File: src/rtl/ecg_pkg.sv
// Shared types, state encoding and default timing constants for the ECG R-peak detector.
package ecg_pkg;

  localparam int DEF_DATAWIDTH = 64;
  localparam int DEF_CNTWIDTH  = 16;
  localparam int DEF_SEARCHWIN = 36;
  localparam int DEF_REFRACT   = 72;

  typedef logic signed [DEF_DATAWIDTH-1:0] sample_t;
  typedef logic        [DEF_DATAWIDTH-1:0] mag_t;
  typedef logic        [DEF_CNTWIDTH-1:0]  rr_t;

  typedef enum logic [1:0] {IDLE, SEARCH, REFRACT} pk_state_t;

endpackage

File: src/rtl/ecg_rr_timer.sv
// Saturating sample-gap counter since the previous peak maximum, with candidate snapshot
// and rebase to the candidate position when a peak is declared.
module ecg_rr_timer #(
  parameter int CNTWIDTH = 16
) (
  input  logic                clk,
  input  logic                rst_n,
  input  logic                sample_valid,
  input  logic                capture,
  input  logic                declare,
  output logic [CNTWIDTH-1:0] cand_gap
);

  logic [CNTWIDTH-1:0] gap_q;
  logic [CNTWIDTH-1:0] gap_now;
  logic [CNTWIDTH-1:0] cand_q;

  // gap_now is the distance of the current sample from the previous peak maximum
  assign gap_now  = (gap_q == '1) ? gap_q : gap_q + CNTWIDTH'(1);
  assign cand_gap = capture ? gap_now : cand_q;

  always_ff @(posedge clk or negedge rst_n) begin
    if (!rst_n) begin
      gap_q  <= '0;
      cand_q <= '0;
    end else if (sample_valid) begin
      gap_q <= declare ? gap_now - cand_gap : gap_now;
      if (capture) cand_q <= gap_now;
    end
  end

endmodule

File: src/rtl/ecg_peak_detect.sv
// R-peak detector: threshold crossing, windowed maximum search, refractory hold-off.
// Optional adaptive threshold from a running peak average: define ECG_ADAPTIVE_THRESH_EN.
module ecg_peak_detect
  import ecg_pkg::*;
#(
  parameter int DATAWIDTH = DEF_DATAWIDTH,
  parameter int CNTWIDTH  = DEF_CNTWIDTH,
  parameter int SEARCHWIN = DEF_SEARCHWIN,
  parameter int REFRACT   = DEF_REFRACT
) (
  input  logic                        Clk,
  input  logic                        nRst,
  input  logic signed [DATAWIDTH-1:0] SampleIn,
  input  logic                        SampleValid,
  input  logic        [DATAWIDTH-1:0] Threshold,
  output logic                        PeakValid,
  output logic        [DATAWIDTH-1:0] PeakAmp,
  output logic        [CNTWIDTH-1:0]  RRInterval,
  output logic                        RRValid
);

  localparam int WW = $clog2(SEARCHWIN + 1);
  localparam int RW = $clog2(REFRACT + 1);
  localparam logic [DATAWIDTH-1:0] MAG_MAX = {1'b0, {(DATAWIDTH-1){1'b1}}};
  localparam logic [DATAWIDTH-1:0] MOST_NEG = {1'b1, {(DATAWIDTH-1){1'b0}}};

  pk_state_t state_q, state_d;
  logic [DATAWIDTH-1:0] mag, eff_thr, max_q, max_d, decl_amp;
  logic [WW-1:0]        win_q, win_d, win_inc;
  logic [RW-1:0]        ref_q, ref_d;
  logic                 above, declare, capture, first_q;
  logic [CNTWIDTH-1:0]  cand_gap;

  always_comb begin
    mag = SampleIn;
    if (SampleIn[DATAWIDTH-1]) mag = (SampleIn == MOST_NEG) ? MAG_MAX : -SampleIn;
  end

`ifdef ECG_ADAPTIVE_THRESH_EN
  logic [DATAWIDTH-1:0]      peak_avg;
  logic signed [DATAWIDTH:0] avg_diff;

  assign avg_diff = $signed({1'b0, decl_amp}) - $signed({1'b0, peak_avg});
  assign eff_thr  = (Threshold > (peak_avg >> 1)) ? Threshold : (peak_avg >> 1);

  always_ff @(posedge Clk or negedge nRst) begin
    if (!nRst)        peak_avg <= '0;
    else if (declare) peak_avg <= peak_avg + DATAWIDTH'(avg_diff >>> 3);
  end
`else
  assign eff_thr = Threshold;
`endif

  assign above   = mag > eff_thr;
  assign win_inc = win_q + WW'(1);

  // A sample that both becomes the new maximum and ends the window is declared as the peak
  always_comb begin
    state_d  = state_q;
    max_d    = max_q;
    win_d    = win_q;
    ref_d    = ref_q;
    declare  = 1'b0;
    capture  = 1'b0;
    decl_amp = max_q;
    if (SampleValid) begin
      unique case (state_q)
        ecg_pkg::IDLE: begin
          if (above) begin
            state_d = ecg_pkg::SEARCH;
            capture = 1'b1;
            max_d   = mag;
            win_d   = WW'(1);
          end
        end
        ecg_pkg::SEARCH: begin
          if (!above) begin
            declare = 1'b1;
          end else begin
            if (mag > max_q) begin
              capture  = 1'b1;
              max_d    = mag;
              decl_amp = mag;
            end
            win_d = win_inc;
            if (win_inc == WW'(SEARCHWIN)) declare = 1'b1;
          end
          if (declare) begin
            state_d = ecg_pkg::REFRACT;
            ref_d   = RW'(REFRACT);
            win_d   = '0;
          end
        end
        ecg_pkg::REFRACT: begin
          ref_d = ref_q - RW'(1);
          if (ref_d == '0) state_d = ecg_pkg::IDLE;
        end
        default: state_d = ecg_pkg::IDLE;
      endcase
    end
  end

  always_ff @(posedge Clk or negedge nRst) begin
    if (!nRst) state_q <= ecg_pkg::IDLE;
    else       state_q <= state_d;
  end

  always_ff @(posedge Clk or negedge nRst) begin
    if (!nRst) begin
      max_q      <= '0;
      win_q      <= '0;
      ref_q      <= '0;
      first_q    <= 1'b1;
      PeakValid  <= 1'b0;
      PeakAmp    <= '0;
      RRInterval <= '0;
      RRValid    <= 1'b0;
    end else begin
      max_q     <= max_d;
      win_q     <= win_d;
      ref_q     <= ref_d;
      PeakValid <= declare;
      if (declare) begin
        PeakAmp    <= decl_amp;
        RRInterval <= cand_gap;
        RRValid    <= !first_q;
        first_q    <= 1'b0;
      end
    end
  end

  ecg_rr_timer #(.CNTWIDTH(CNTWIDTH)) u_rr_timer (
    .clk          (Clk),
    .rst_n        (nRst),
    .sample_valid (SampleValid),
    .capture      (capture),
    .declare      (declare),
    .cand_gap     (cand_gap)
  );

endmodule
File: config.mk
export PLATFORM = sky130hd
export DESIGN_NAME = ecg_peak_detect
export DESIGN_NICKNAME = d
export VERILOG_FILES = /design/src/rtl/ecg_pkg.sv /design/src/rtl/ecg_rr_timer.sv /design/src/rtl/ecg_peak_detect.sv
export SDC_FILE = /design/constraint.sdc
export NUM_CORES = 1
export LEC_CHECK = 0
export CAP_MARGIN = 20
export CORE_ASPECT_RATIO = 0.8
export CORE_UTILIZATION = 40
export DETAILED_ROUTE_END_ITERATION = 10
export GPL_TIMING_DRIVEN = 1
export PLACE_DENSITY = 0.58
export SYNTH_ARGS = -nofsm -noshare
export SYNTH_HDL_FRONTEND = slang
export SYNTH_SLANG_ARGS = --single-unit
File: constraint.sdc
create_clock -name Clk -period 17.3 [get_ports Clk]
set_clock_uncertainty 0.1 [all_clocks]
set_input_delay 2.595 -clock Clk [delete_from_list [all_inputs] [get_ports Clk]]
set_output_delay 2.595 -clock Clk [all_outputs]
set_load 0.05 [all_outputs]
==> metrics <==
RSZ-0062 raised after global routing=false; Peak VDD IR=0.0975 mV; Syn Std Cell Area=around 0.014 mm^2; highest metal used=met4; Hold Path Depth=2; Synth area leaders=dfrtp_1, ha_1, nand2_1; # fillers=3415; worst relative slew slack=36.5%; # rows=61; gp weighted congestion=~0.89; Reg clk slew, reported paths=0.09 ns; detailed placer's ending HPWL=33400 um; Crit Path Max Fanout=between 40 and 50; worst-margin pin slew=0.953 ns; Final Max Tran Viols=0; Max-Cap Viols=0; H-tree depth=4; wire per inst=approximately 19 um; most numerous cell in the Yosys netlist=nand2_1; first-pass GRT wire length=70100 um; Post-synth EDFFs=0; chip width=214 um; post-synth cell types=75; top cells by instance count after synthesis=nand2_1, dfrtp_1, o21ai_0, inv_1, ha_1; HP Class=reg2reg; Min-Delay Endpoint=u_rr_timer.cand_q[0]; FF+latch count, synth=between 150 and 200; syn nets=about 2000; final worst-path cycle share=80.1%; Die H=171 um; Critical Path Source Type=primary input; post-route cell area=0.0175 mm^2; layout overhead on the synthesized area=22.2%; cells on worst reg2reg path=25; routed vias/inst=5.46; clk_lat worst skew=approximately 0.46 ns; 1st-iter DRT viols=1010; CTS Buffer Depth=2; Syn. warnings=0; GR Overflow Total=0; IO buf count=212; critical path class=in2reg; Post-CTS Setup Inserts=0; outcome=completed; static leakage=0.00854 uW; Synth async-reset ratio=100%; worst setup margin=3.43 ns; reg2reg setup slack=about 10 ns; CTS tree=built; reg2reg end=u_rr_timer.gap_q[15]; final antenna-violating net count=0; hold_sp=u_rr_timer.cand_q[0]; Post-Route WL=44200 um; slowest stage cell, crit path=o22ai_1; met3 routed wirelength=2460 um; number of global-route vias before repair=12500; post-synth top area cell=dfrtp_1; Via Count=13000; Yosys top cell area share=about 34%; # clock sinks=194; Pre-Repair DR Iteration Count=5; Main synth FF type=dfrtp_1; critical path endpoint category=flop; DRC Markers=0; Hold Buf Count CTS=0; Nets=2163; layout cells sized above 1=4.41%; data required time of the worst path=17.58 ns; slowest stage delay, CP=0.72 ns; Post-Place Setup Slack=3.06 ns; syn avg cell area=8.31 um^2; # setup viols final=0; setup_tns=0 ns; initial antenna violation count=1; synthesized instance count=1723; die area=0.0366 mm^2; reg2reg start=max_q[7]; Inserted Clock Buffers=17; Initial Utilization=about two fifths; Arr. time, crit path=about 14 ns; post-CTS sizing=0; met2 wire length=between 15000 and 20000 um; Total GRT Usage=24.9%; post-layout min period=13.87 ns; pin count of the biggest net entering global routing=101; final hold vios=0; post-synthesis sequential area ratio=33.9%; power per cell area=161 mW/mm^2; IO Pins=213; register area=about 0.0049 mm^2; Hold Slack=0.381 ns; core region area=approximately 0.035 mm^2; dpl cell area=0.0169 mm^2; routed length on met1=approximately 22000 um; Fmax=72.1 MHz; Clock Tree Root=clkbuf_16; multi-input gate area in the final layout=0.00860 mm^2
placed cells by master, fill, tap and decap left out, types with 13 or more instances in the layout:
cell type          n
buf_4             13
o31ai_1           22
xnor2_1           15
mux2_2            14
ha_1             139
nor2_1            91
nor3_1            14
clkbuf_16         17
nand3_1           35
a22oi_1           18
o22ai_1           29
o21ai_0          172
a21oi_1          121
nand2_1          240
nand4_1           35
clkdlybuf4s50_1  210
inv_1            156
a21o_1            34
xor2_1            67
dfrtp_1          193
mux2i_1           65
or3_1             25
how the worst max path moves through the flow:
stage,from,to,cells past startpoint
after detailed placement,SampleIn[3],u_rr_timer.gap_q[15],34
final,SampleIn[3],u_rr_timer.gap_q[15],34
after CTS,SampleIn[3],u_rr_timer.gap_q[15],34
after floorplan,SampleIn[9],u_rr_timer.gap_q[15],40
after global placement,SampleIn[3],u_rr_timer.gap_q[15],34
after global routing,SampleIn[3],u_rr_timer.gap_q[13],34
per-stage QoR:
stage               cells  total power [uW]  utilization [%]
CTS                  2377              2820             50.0
global placement     2344              2370             48.2
finish               2378              2820             50.0
global route         2378              3040             50.0
detailed placement   2345              2390             48.3
floorplan            1723              1880                -
layer usage:
| metal | up-vias | global-route usage [%] |
|---|---|---|
| met5 | - | 0 |
| met4 | 0 | 7.76 |
| met3 | 46 | 3.80 |
| met2 | 359 | 37.4 |
| met1 | 6188 | 36.5 |
| li1 | 6393 | - |
area by class of cell:
class / count / area share [%]
repair buffers: 226 / 12.7
clock buffers: 17 / 2.43
clock inverters: 15 / 1.12
well taps: 472 / 3.38
inverters: 157 / 3.37
flip-flops and latches: 194 / 27.8
multi-input cells: 1296 / 49.2
diodes: 1 / 0.0143
worst max-delay path, delay by kind of cell:
kind	cells	cell delay, ns
and+or+nand+nor	19	6.55
buffers and inverters	2	0.89
xor gates and xnor gates	1	0.15
adders and majority gates	5	1.46
AOI/OAI and AO/OA	7	2.42
registers in the layout, summed over array words and instances, names as in the netlist:
register,cells
PeakAmp,64
win_q,6
RRValid,1
max_q,64
ref_q,7
PeakValid,1
u_rr_timer.gap_q,16
state_q,2
u_rr_timer.cand_q,16
first_q,1
RRInterval,16
power breakdown:
group / total [uW] / internal [uW] / leakage, uW / switching [uW]
logic: 1580 / 592 / 0.00590 / 983
clock network: 422 / 198 / 0.000295 / 224
registers: 818 / 655 / 0.00234 / 163
total: 2820 / 1450 / 0.00854 / 1370
cells by family after synthesis:
family / share of synthesized area, %
fa+ha+maj: 12.6
buf+inv: 6.19
compound gates: 19.9
mux: 5.65
simple gates: 16.7
flops: 33.9
xor+xnor: 5.02
Power figures use the tool's default switching activity.
==> RTL edit (same flow settings) <==
Change the package constant `DEF_DATAWIDTH` from 64 to 56.
--- a/src/rtl/ecg_pkg.sv
+++ b/src/rtl/ecg_pkg.sv
@@ -1,7 +1,7 @@
 // Shared types, state encoding and default timing constants for the ECG R-peak detector.
 package ecg_pkg;
 
-  localparam int DEF_DATAWIDTH = 64;
+  localparam int DEF_DATAWIDTH = 56;
   localparam int DEF_CNTWIDTH  = 16;
   localparam int DEF_SEARCHWIN = 36;
   localparam int DEF_REFRACT   = 72;
Ports: changed (resized PeakAmp, SampleIn and Threshold); port bits go from 213 to 189. The function was not compared with the original's and may differ.
==> RTL edit against the original RTL <==
Via count down 9.7%. Largest power group unchanged. Core utilization about the same. Sequential cell count is 16 lower. Design area shrank 9.1%. Critical path type unchanged. Count of clock-buffer cells in the layout increased by 2. Setup slack improved by 1.4 ns. Non-clock buffer count shrank 27. Wire length is 13% lower. Highest routed layer unchanged. Global-route usage down 1.3 points. Power is 9.6% lower. First-iteration DRC count shrank 24%. Synthesized area fell by 8.6%.
==> RTL edit: results (changes against the original RTL) <==
crit path DAT=12.75 ns (was 14.15 ns); global-route wire length before repair=61900 um (was 70100 um); critical path's slowest cell=nor4_1 (was o22ai_1); initial antenna violation count=0 (was 1); slew margin rel.=0.263 (was 0.365); CP peak stage delay=0.76 ns (was 0.72 ns); count of TritonRoute iterations in the first routing pass=5 (unchanged); 1st-iter DRT viols=763 (was 1010); Ys Warns=0 (unchanged); largest registers=PeakAmp: 56 flops, max_q: 56 flops (was PeakAmp: 64 flops, max_q: 64 flops); Seq/Total Area, Yosys=0.340 (was 0.339); Int Power=1.34 mW (was 1.45 mW); LEAKAGE=7.69 nW (was 8.54 nW); synth top area cells=dfrtp_1 34%, ha_1 12%, nand2_1 6.0% (was dfrtp_1 34%, ha_1 12%, nand2_1 6.3%); Post-synth ARST share=1.00 (unchanged); Ant. Diodes=0 (was 1); Most used DFF post-synth=dfrtp_1 (unchanged); outcome=completed (unchanged); share of cells above drive strength 1=0.0530 (was 0.0441); Post-synth top cells=208 x nand2_1, 177 x dfrtp_1, 137 x inv_1 (was 242 x nand2_1, 193 x dfrtp_1, 172 x o21ai_0); CTS root buf=clkbuf_16 (unchanged); HPWL Detailed=28600 um (was 33400 um); htree depth=4 (unchanged); CTS buffer count=17 (unchanged); Final nets=1963 (was 2163); Post-synth EDFFs=0 (unchanged); CP Max Fanout=53 (was 46); routability cong.=0.871 (was 0.888); IO buf count=188 (was 212); post-synthesis net count=1812 (was 1994); largest net degree at the start of global routing=106 (was 101); Clk Latency, worst-skew pair=0.44 ns (was 0.46 ns); gr usage total=0.236 (was 0.249); maximum clock path buffer count=2 (unchanged); post_cts resized=0 (unchanged); vias in the first global route=11200 (was 12500); vias per inst=5.44 (was 5.46); layout filler cell count=3081 (was 3415); Post CTS Setup Buffer Count=0 (unchanged); WL final=38300 um (was 44200 um); maximum vdd drop=0.0000827 V (was 0.0000975 V); Clk pin slew, worst setup/hold paths=0.07 ns (was 0.09 ns); synth unique cells=72 (was 75); Hold Crit Class=reg2reg (unchanged)
[RTL edit: cell count changes in the layout (fill, tap and decap cells not counted), moves of 16 or more]
cell and change:
nand2_1 -34, a22oi_1 -16, xor2_1 -26, o21ai_0 -71
a21o_1 -17, inv_1 -19, clkdlybuf4s50_1 -24, o22ai_1 -25
dfrtp_1 -16, o21ai_1 +48, ha_1 -16
[RTL edit: layout make-up]
class,instances,area share
repair buffers,199,0.123
clock buffers,19,0.0279
flip-flops and latches,178,0.280
well taps,420,0.0330
clock inverters,12,0.00771
multi-input cells,1190,0.495
inverters,138,0.0327
[RTL edit: stage by stage]
| step | setup slack (ns) | area, um^2 | std cells | total power, mW | util |
|---|---|---|---|---|---|
| final | 4.82 | 15900 | 2156 | 2.55 | 0.500 |
| after floorplan | 6.92 | 13100 | 1573 | 1.72 | - |
| after CTS | 5.03 | 15900 | 2156 | 2.56 | 0.500 |
| after global placement | 4.86 | 15300 | 2125 | 2.14 | 0.482 |
| after detailed placement | 4.63 | 15300 | 2125 | 2.15 | 0.482 |
| after global routing | 3.98 | 15900 | 2156 | 2.74 | 0.500 |
[RTL edit: kinds of logic after synthesis]
logic type | Yosys count | synth area share
AOI/OAI and AO/OA | 403 | 0.183
xor gates and xnor gates | 66 | 0.0473
adders and majority gates | 125 | 0.120
buffers and inverters | 205 | 0.0601
DFF | 178 | 0.340
muxes | 79 | 0.0620
and+or+nand+nor | 517 | 0.187
[RTL edit: path summary, 6_finish.rpt]
kind,from,endpoint,slack (ns),depth (start not counted)
min reg2reg,RRInterval[9],RRInterval[9],0.38,2
max in group asynchronous,nRst,u_rr_timer.gap_q[8],13.85,2
max,SampleIn[3],u_rr_timer.gap_q[14],4.82,32
min,RRInterval[9],RRInterval[9],0.38,2
max reg2reg,max_q[22],u_rr_timer.gap_q[14],10.37,23
min in group asynchronous,nRst,PeakAmp[36],2.00,1
[RTL edit: layer usage]
metal	up-vias	global-route usage	wire length, um
li1	5876	-	-
met1	5563	0.348	19200
met2	254	0.361	16700
met3	28	0.0377	1920
met4	0	0.0502	456
met5	-	0	0
[RTL edit: power groups by stage]
stage	combinational (mW)	clock [mW]	sequential [mW]
after global routing	1.56	0.416	0.766
after CTS	1.42	0.404	0.741
after global placement	1.39	0	0.743
final	1.42	0.390	0.740
after floorplan	0.749	0	0.967
after detailed placement	1.40	0	0.745
[RTL edit: critical path, delay by kind of cell]
| kind | cells | cell delay [ns] |
|---|---|---|
| AO/OA/AOI/OAI | 10 | 2.58 |
| buffers and inverters | 2 | 0.55 |
| XOR/XNOR | 1 | 0.17 |
| AND/OR/NAND/NOR | 15 | 5.54 |
| adder cells (fa/ha/maj) | 3 | 0.98 |
| multiplexers | 1 | 0.28 |
